**src/rtl/ddr_arbiter.sv**
```systemverilog
// rtl/ddr_arbiter.sv - round-robin arbiter sharing one DDR controller instruction port, with lock
// Optional lock watchdog enabled by DDRARB_TIMEOUT_EN.
module ddr_arbiter #(
    parameter int NumReq       = 3,
    parameter int InstSize     = 12,
    parameter int SettleCycles = 2,
    parameter int LockTimeout  = 1024
) (
    input  logic                       clock,
    input  logic                       reset,
    input  logic [NumReq-1:0]          req,
    input  logic [NumReq-1:0]          req_lock,
    input  logic [NumReq*InstSize-1:0] req_inst,
    output logic [NumReq-1:0]          req_ack,
    output logic [NumReq-1:0]          grant,
    input  logic                       ctl_ready,
    output logic [InstSize-1:0]        ctl_inst,
    output logic                       ctl_inst_en,
    output logic                       lock_err
);
    localparam int IdxW = $clog2(NumReq);
    localparam int CntW = 3;

    if (NumReq < 2 || NumReq > 4 || SettleCycles < 1 || SettleCycles > 7 || LockTimeout < 2) begin : g_bad_cfg
        $error("ddr_arbiter: parameter out of range");
    end

    typedef enum logic [1:0] {
        Idle,
        Settle,
        Wait
    } state_t;

    state_t              state_q, state_d;
    logic [CntW-1:0]     cnt_q, cnt_d;
    logic [IdxW-1:0]     last_q, last_d;
    logic                locked_q, locked_d;
    logic [NumReq-1:0]   grant_d, ack_d;
    logic [InstSize-1:0] inst_d;
    logic                en_d;
    logic [IdxW-1:0]     rr_win;
    logic                rr_hit;
    logic [IdxW-1:0]     win;
    logic                issue;

`ifdef DDRARB_TIMEOUT_EN
    localparam int ToW = $clog2(LockTimeout + 1);
    logic [ToW-1:0] to_q, to_d;
    logic           err_d;
`endif

    // Descending scan so the requester closest after last wins.
    always_comb begin
        int idx;
        idx    = 0;
        rr_win = last_q;
        rr_hit = 1'b0;
        for (int k = NumReq; k >= 1; k--) begin
            idx = (int'(last_q) + k) % NumReq;
            if (req[idx]) begin
                rr_win = IdxW'(idx);
                rr_hit = 1'b1;
            end
        end
    end

    always_comb begin
        state_d  = state_q;
        cnt_d    = cnt_q;
        last_d   = last_q;
        locked_d = locked_q;
        grant_d  = grant;
        ack_d    = '0;
        en_d     = 1'b0;
        inst_d   = ctl_inst;
        issue    = 1'b0;
        win      = last_q;
        case (state_q)
            Idle: begin
                if (locked_q) begin
                    if (!req[last_q] && !req_lock[last_q]) begin
                        locked_d = 1'b0;
                        grant_d  = '0;
                    end else if (ctl_ready && req[last_q]) begin
                        issue = 1'b1;
                        win   = last_q;
                    end
                end else if (ctl_ready && rr_hit) begin
                    issue = 1'b1;
                    win   = rr_win;
                end
                if (issue) begin
                    state_d  = Settle;
                    cnt_d    = CntW'(SettleCycles - 1);
                    last_d   = win;
                    locked_d = req_lock[win];
                    grant_d  = NumReq'(1) << win;
                    ack_d    = NumReq'(1) << win;
                    en_d     = 1'b1;
                    inst_d   = req_inst[win*InstSize +: InstSize];
                end
            end
            Settle: begin
                if (cnt_q == '0) state_d = Wait;
                else             cnt_d   = cnt_q - 1'b1;
            end
            Wait: begin
                if (ctl_ready) state_d = Idle;
            end
            default: state_d = Idle;
        endcase
`ifdef DDRARB_TIMEOUT_EN
        to_d  = to_q;
        err_d = lock_err;
        if (!locked_q || issue) begin
            to_d = '0;
        end else if (state_q == Idle && !req[last_q] && req_lock[last_q]) begin
            if (to_q == ToW'(LockTimeout - 1)) begin
                to_d     = '0;
                locked_d = 1'b0;
                grant_d  = '0;
                err_d    = 1'b1;
            end else begin
                to_d = to_q + 1'b1;
            end
        end
`endif
    end

    always_ff @(posedge clock or negedge reset) begin
        if (!reset) begin
            state_q     <= Idle;
            cnt_q       <= '0;
            last_q      <= IdxW'(NumReq - 1);
            locked_q    <= 1'b0;
            grant       <= '0;
            req_ack     <= '0;
            ctl_inst_en <= 1'b0;
            ctl_inst    <= '0;
        end else begin
            state_q     <= state_d;
            cnt_q       <= cnt_d;
            last_q      <= last_d;
            locked_q    <= locked_d;
            grant       <= grant_d;
            req_ack     <= ack_d;
            ctl_inst_en <= en_d;
            ctl_inst    <= inst_d;
        end
    end

`ifdef DDRARB_TIMEOUT_EN
    always_ff @(posedge clock or negedge reset) begin
        if (!reset) begin
            to_q     <= '0;
            lock_err <= 1'b0;
        end else begin
            to_q     <= to_d;
            lock_err <= err_d;
        end
    end
`else
    assign lock_err = 1'b0;
`endif

endmodule
```
**config.mk**
```make
export PLATFORM = sky130hd
export DESIGN_NAME = ddr_arbiter
export DESIGN_NICKNAME = d
export VERILOG_FILES = /design/src/rtl/ddr_arbiter.sv
export SDC_FILE = /design/constraint.sdc
export NUM_CORES = 1
export LEC_CHECK = 0
export ABC_AREA = 1
export CAP_MARGIN = 0
export CORE_MARGIN = 2
export CORE_UTILIZATION = 40
export CTS_CLUSTER_DIAMETER = 40
export DETAILED_ROUTE_END_ITERATION = 6
export PLACE_DENSITY_LB_ADDON = 0.25
export REMOVE_ABC_BUFFERS = 1
export SLEW_MARGIN = 30
export SYNTH_ARGS = -nofsm -noshare
export SYNTH_HDL_FRONTEND = slang
export SYNTH_SLANG_ARGS = --single-unit
export TNS_END_PERCENT = 100
```
**constraint.sdc**
```tcl
create_clock -name clock -period 2.5 [get_ports clock]
set_clock_uncertainty 0.05 [all_clocks]
set_input_delay 0.5 -clock clock [delete_from_list [all_inputs] [get_ports clock]]
set_output_delay 0.5 -clock clock [all_outputs]
set_load 0.02 [all_outputs]
```
## Word level (Yosys, flattened, before mapping)

Cells that the tools add are included.

| word-level totals | value |
|---|---|
| register bits after elaboration | 27 |
| output and inout port bits | 20 |
| word-level logic and storage cells | 89 |

| operators by class | value |
|---|---|
| add/subtract/negate cells | 4 |
| multiply operators | 1 |
| divide/modulo/power cells | 3 |
| $lt $le $gt $ge | 5 |
| equality and inequality tests | 6 |
| shift-type cells | 2 |
| muxes and demuxes | 46 |
| reduce and logical (&&, ||, !) cells | 14 |

Operator list:

| cell | count |
|---|---|
| 32-bit by 4-bit less-than comparator with 1-bit output (second input constant) | 3 |
| 32-bit by 3-bit modulo with 32-bit output (second input constant) | 3 |
| 36-bit by 7-bit variable part select with 12-bit output | 1 |
| 1-bit two-way mux | 22 |
| 3-bit two-way mux | 7 |
| 2-bit two-way mux | 9 |
| 1-bit binary-select mux with 2-bit select | 6 |
| 3-bit AND reduction | 3 |
| 2-bit inequality test (second input constant) | 4 |
| 2-bit by 2-bit adder with 3-bit output (second input constant) | 2 |
| 2-bit by 3-bit less-than comparator with 1-bit output (second input constant) | 2 |
| 2-bit case mux with 3 select lines | 1 |
| 3-bit case mux with 2 select lines | 1 |
| 2-bit nonzero test | 3 |
| 2-bit by 2-bit multiplier with 4-bit output (second input constant) | 1 |
| 2-bit by 1-bit adder with 3-bit output (second input constant) | 1 |
| 1-bit logical AND | 3 |
| 3-bit logical NOT | 1 |
| 1-bit by 2-bit << shifter with 3-bit output (first input constant) | 1 |
| 3-bit by 1-bit subtractor with 3-bit output (second input constant) | 1 |
| 2-bit by 1-bit equality test with 1-bit output (second input constant) | 1 |
| 2-bit equality test (second input constant) | 1 |
| 1-bit logical NOT | 2 |
| 2-bit logical NOT | 1 |
| 2-bit AND reduction | 1 |

## Depth between registers and ports, before layout

| depth | value |
|---|---|
| word-level depth | 15 |
| gate-level depth with buffers | 18 |
| mapped depth without buffers | 17 |

## Worst setup path before layout

No wires, ideal clock.

| timing | value |
|---|---|
| path kind | reg-to-reg |
| from | reg last_q[0] |
| to | reg ctl_inst[11] |
| setup time | 0.116 ns |
| arrival | 2.008 ns |
| data required time | 2.334 ns |
| setup slack | 0.326 ns |
| stages on the path, launching flop included | 16 |
| buffers on the path | 1 |
| clock period less this slack | 2.174 ns |
| path through | dfrtp_1 -> inv_2 -> ha_1 -> inv_2 -> nand3_1 -> nand2_1 -> inv_2 -> a21oi_1 -> nand3_1 -> nand2_2 -> buf_4 -> nand2_1 -> nand3_1 -> nand2_1 -> nand2_1 -> nand2_1 |

| between the ends | value |
|---|---|
| word-level cells in the longest chain between the ends | 14 |
| elaborated cells between the ends (all ways) | 41 |

RTL lines:

| element | RTL line | text |
|---|---|---|
| from (decl) | 36 | `logic [IdxW-1:0] last_q, last_d;` |
| from (signal assigned) | 134 | `last_q <= IdxW'(NumReq - 1);` |
| from (signal assigned) | 143 | `last_q <= last_d;` |
| 2-bit by 2-bit adder with 3-bit output | 59 | `idx = (int'(last_q) + k) % NumReq;` |
| 32-bit by 3-bit modulo with 32-bit output | 59 |  |
| 1-bit binary-select mux with 2-bit select | 60 | `if (req[idx]) begin` |
| 1-bit two-way mux (implied by the code) (2 in series) | 60 |  |
| 1-bit two-way mux (3 in series) | 60 |  |
| 1-bit logical AND | 88 | `end else if (ctl_ready && rr_hit) begin` |
| 2-bit two-way mux | 88 |  |
| 2-bit two-way mux | 80 | `if (locked_q) begin` |
| 2-bit two-way mux | 78 | `case (state_q)` |
| 2-bit by 2-bit multiplier with 4-bit output | 100 | `inst_d = req_inst[win*InstSize +: InstSize];` |
| 36-bit by 7-bit variable part select with 12-bit output | 100 |  |
| to (signal assigned) | 148 | `ctl_inst <= inst_d;` |
| to (decl) | 17 | `output logic [InstSize-1:0] ctl_inst,` |

Several ways; a longest one is shown, not always the timed one. The select of a mux whose other input is x is not followed.
A chain may end at the register's enable or synchronous reset.

## Worst setup path after layout

| timing | value |
|---|---|
| from | reg last_q[1] |
| to | reg ctl_inst[6] |

The elaborated chain is that of the path after synthesis.

==> flow_summary_export.csv <==
group,metric,value,unit
run_status,status,"complete, no violations",
power_and_ir_drop,p_leak,0.00138,uW
sta,slew_viol_final,0,
clock_tree,cts-htree-levels,1,
synth,ys_seq_area_share,36.7,%
critical_path,end_kind,"flip-flop",
critical_path,crit_chain,"ha_1 > inv_2 > nand3_1 > nand2_1 > inv_2 > nand2_2 > nand2_2 > nand2_4 > o21ai_2 > nor3_4 > nand2_1 > nand3_1",
critical_path,cp_top_family,"simple AND/OR/NAND/NOR gates",
critical_path,slowest_delay,0.57,ns
critical_path,timing.reg2reg.setup_slack,0.20,ns
sta,period_share,91.9,%
min_path,holdCritPathClass,"flip-flop to flip-flop",
drt,drtAntennaViolNets,0,
critical_path,crit_cells,12,
sta,setup_viol,0,
cells_and_area,nets,392,
cells_and_area,diodes,0,
synth,post-synth-top-area-cell,"dfrtp_1",
min_path,holdPathStages,1,
place,place_ws,-0.0309,ns
synth,synth_cell_type_count,27,
floorplanning,die_w,71.9,microns
drt,drtIter0Drc,145,
clock_tree,cts_tree,"built",
drt,wl_per_cell,11.9,microns
global_route,grt_pass1_wl,7.76,mm
global_route,grt_pass1_vias,1792,
critical_path,cp.arrival,2.46,ns
place,port_buffers,63,
drt,drt_first_pass_iters,4,
sta,min_period,2.30,ns
critical_path,ff2ff_path_depth,12,
cells_and_area,register_area,677,sq um
global_route,grt_max_degree,28,
critical_path,cp_max_fo,7,
synth,synth_seq_cells,27,
cells_and_area,synthToLayoutAreaGrowth,45.8,%
cells_and_area,fill_cells,418,
min_path,hp-start,"cnt_q[0]$_DFFE_PN0P_",
cells_and_area,multiInputGateArea,982,sq um
floorplanning,ios,65,
global_route,track_usage,18.6,%
sta,fin_setup_tns,0,ns
sta,finalHoldViolations,0,
synth,synthArstFlopShare,100,%
synth,synthesis.area,1850,sq um
clock_tree,cts_buffers,3,
global_route,antenna_found_initial,0,
synth,synthTopCellsByCount,"nand2_1 (77), nand3_1 (54), inv_1 (35)",
floorplanning,start_util,41.8,%
place,dp_hpwl,3.60,mm
floorplanning,core.rowCount,24,
critical_path,timing.rr.end,"ctl_inst[6]$_DFFE_PN0P_",
synth,avgSynthCellArea,6.96,sq um
critical_path,path_buf_inv,2,
critical_path,path_class,"flip-flop to flip-flop",
synth,ys.flop_type,"dfrtp_1",
power_and_ir_drop,peakVddDrop,0.469,mV
sta,rsz0062_at_grt,"false",
power_and_ir_drop,p_per_area,1180,nW/um^2
synth,synth_warnings,0,
sta,setup_slack,0.202,ns
clock_tree,cts.sinks,27,
clock_tree,insertion_delay,0.27,ns
critical_path,crit_required,2.66,ns
synth,synth_cells,265,
clock_tree,cts_buffer_depth,2,
job,drv_cap,0,
critical_path,slowest_stage,"dfstp_2",
drt,num_vias,1890,
power_and_ir_drop,power,3160,uW
clock_tree,cts_hold_buf,0,
place,place_congestion,0.899,
cells_and_area,fin_util,61.0,%
floorplanning,dieArea,5170,sq um
drt,vias_per_cell,4.82,
critical_path,startpoint_type,"flip-flop",
cells_and_area,drive_gt1_share,14.4,%
floorplanning,fp.dieH,71.9,microns
sta,max_freq,435,MHz
critical_path,rr_startpoint,"last_q[1]$_DFFE_PN1P_",
drt,drt_drc_violations_left,0,
clock_tree,clockRootBuffer,"clkbuf_8",
synth,synth-edff-count,0,
min_path,hold_end,"cnt_q[0]$_DFFE_PN0P_",
floorplanning,core,4410,sq um
synth,synth_top_cell_area_share,35.3,%
drt,routed_wl,4.68,mm
synth,synth.most_common_cell,"nand2_1",
clock_tree,clkSlewWorstSetupHoldPaths,0.09,ns
synth,ys_top_cells_by_area,"dfrtp_1 (35%), nand2_1 (16%), nand3_1 (15%), inv_1 (7.1%), ha_1 (4.1%)",
global_route,grt-ovfl-total,0,
-- stage by stage --
stage / area, sq um / hold WS, ns / cells
2_1_floorplan: 1800 / 0.154 / 258
3_3_place_gp: 2590 / 0.415 / 385
3_5_place_dp: 2590 / 0.419 / 385
4_1_cts: 2640 / 0.440 / 389
5_1_grt: 2690 / 0.462 / 392
6_report: 2690 / 0.436 / 392
-- sequential cells by signal, summed over array words and instances (netlist names) --
signal,cells
cnt_q,3
ctl_inst,12
state_q,2
ctl_inst_en,1
grant,3
req_ack,3
last_q,2
locked_q,1
-- area by class of cell --
type | instances | area share (%)
Clock buffer | 3 | 1.53
Clock inverter | 1 | 0.186
Inverter | 44 | 6.14
Multi-Input combinational cell | 187 | 36.5
Sequential cell | 27 | 25.2
Tap cell | 52 | 2.42
Timing Repair Buffer | 78 | 28.1
-- how the worst max path moves through the flow --
stage,slack [ns],start,endpoint
2_1_floorplan,0.14,last_q[0]$_DFFE_PN0P_,ctl_inst[0]$_DFFE_PN0P_
3_3_place_gp,0.02,req[1],ctl_inst[7]$_DFFE_PN0P_
3_5_place_dp,-0.03,req[1],ctl_inst[1]$_DFFE_PN0P_
4_1_cts,0.1,last_q[1]$_DFFE_PN1P_,ctl_inst[1]$_DFFE_PN0P_
5_1_grt,0.001,last_q[1]$_DFFE_PN1P_,ctl_inst[2]$_DFFE_PN0P_
6_report,0.20,last_q[1]$_DFFE_PN1P_,ctl_inst[6]$_DFFE_PN0P_
-- layer usage --
metal	track usage [%]	vias to the layer above	part of all wire [%]
li1	-	988	-
met1	25.1	842	46
met2	31.9	58	48
met3	2.92	2	5.8
met4	3.77	0	0.28
met5	0	-	0
-- cells by family after synthesis --
| family | synth area share, % |
|---|---|
| xor gates and xnor gates | 0.475 |
| AOI/OAI and AO/OA | 6.98 |
| and+or+nand+nor | 40.3 |
| buffers and inverters | 11.3 |
| DFF | 36.7 |
| other | 0.203 |
| adders and majority gates | 4.07 |
-- repair_timing --
action	CTS	global route
buffers inserted	0	3
endpoints found under the setup margin	0	17
resized for setup	0	6
-- report_power, final --
group	switching, uW	internal (uW)	leakage [uW]	total, uW
Combinational	1280	897	0.00101	2180
Clock	136	112	0.0000255	248
Sequential	110	628	0.000346	738
Total	1530	1640	0.00138	3160
-- placed cells by master, fill, tap and decap left out, drive strengths merged --
cell            n
nand3          55
conb            1
clkinv          1
o21ai          10
nand2          85
nor2           11
clkbuf          3
xor2            1
nor3            1
a31oi           1
o31ai           2
clkdlybuf4s50  63
inv            44
a211oi          1
a21oi           7
dfrtp          26
dfstp           1
ha              6
buf            15
nand3b          6
Note: power is estimated with default switching activity, not from simulation.
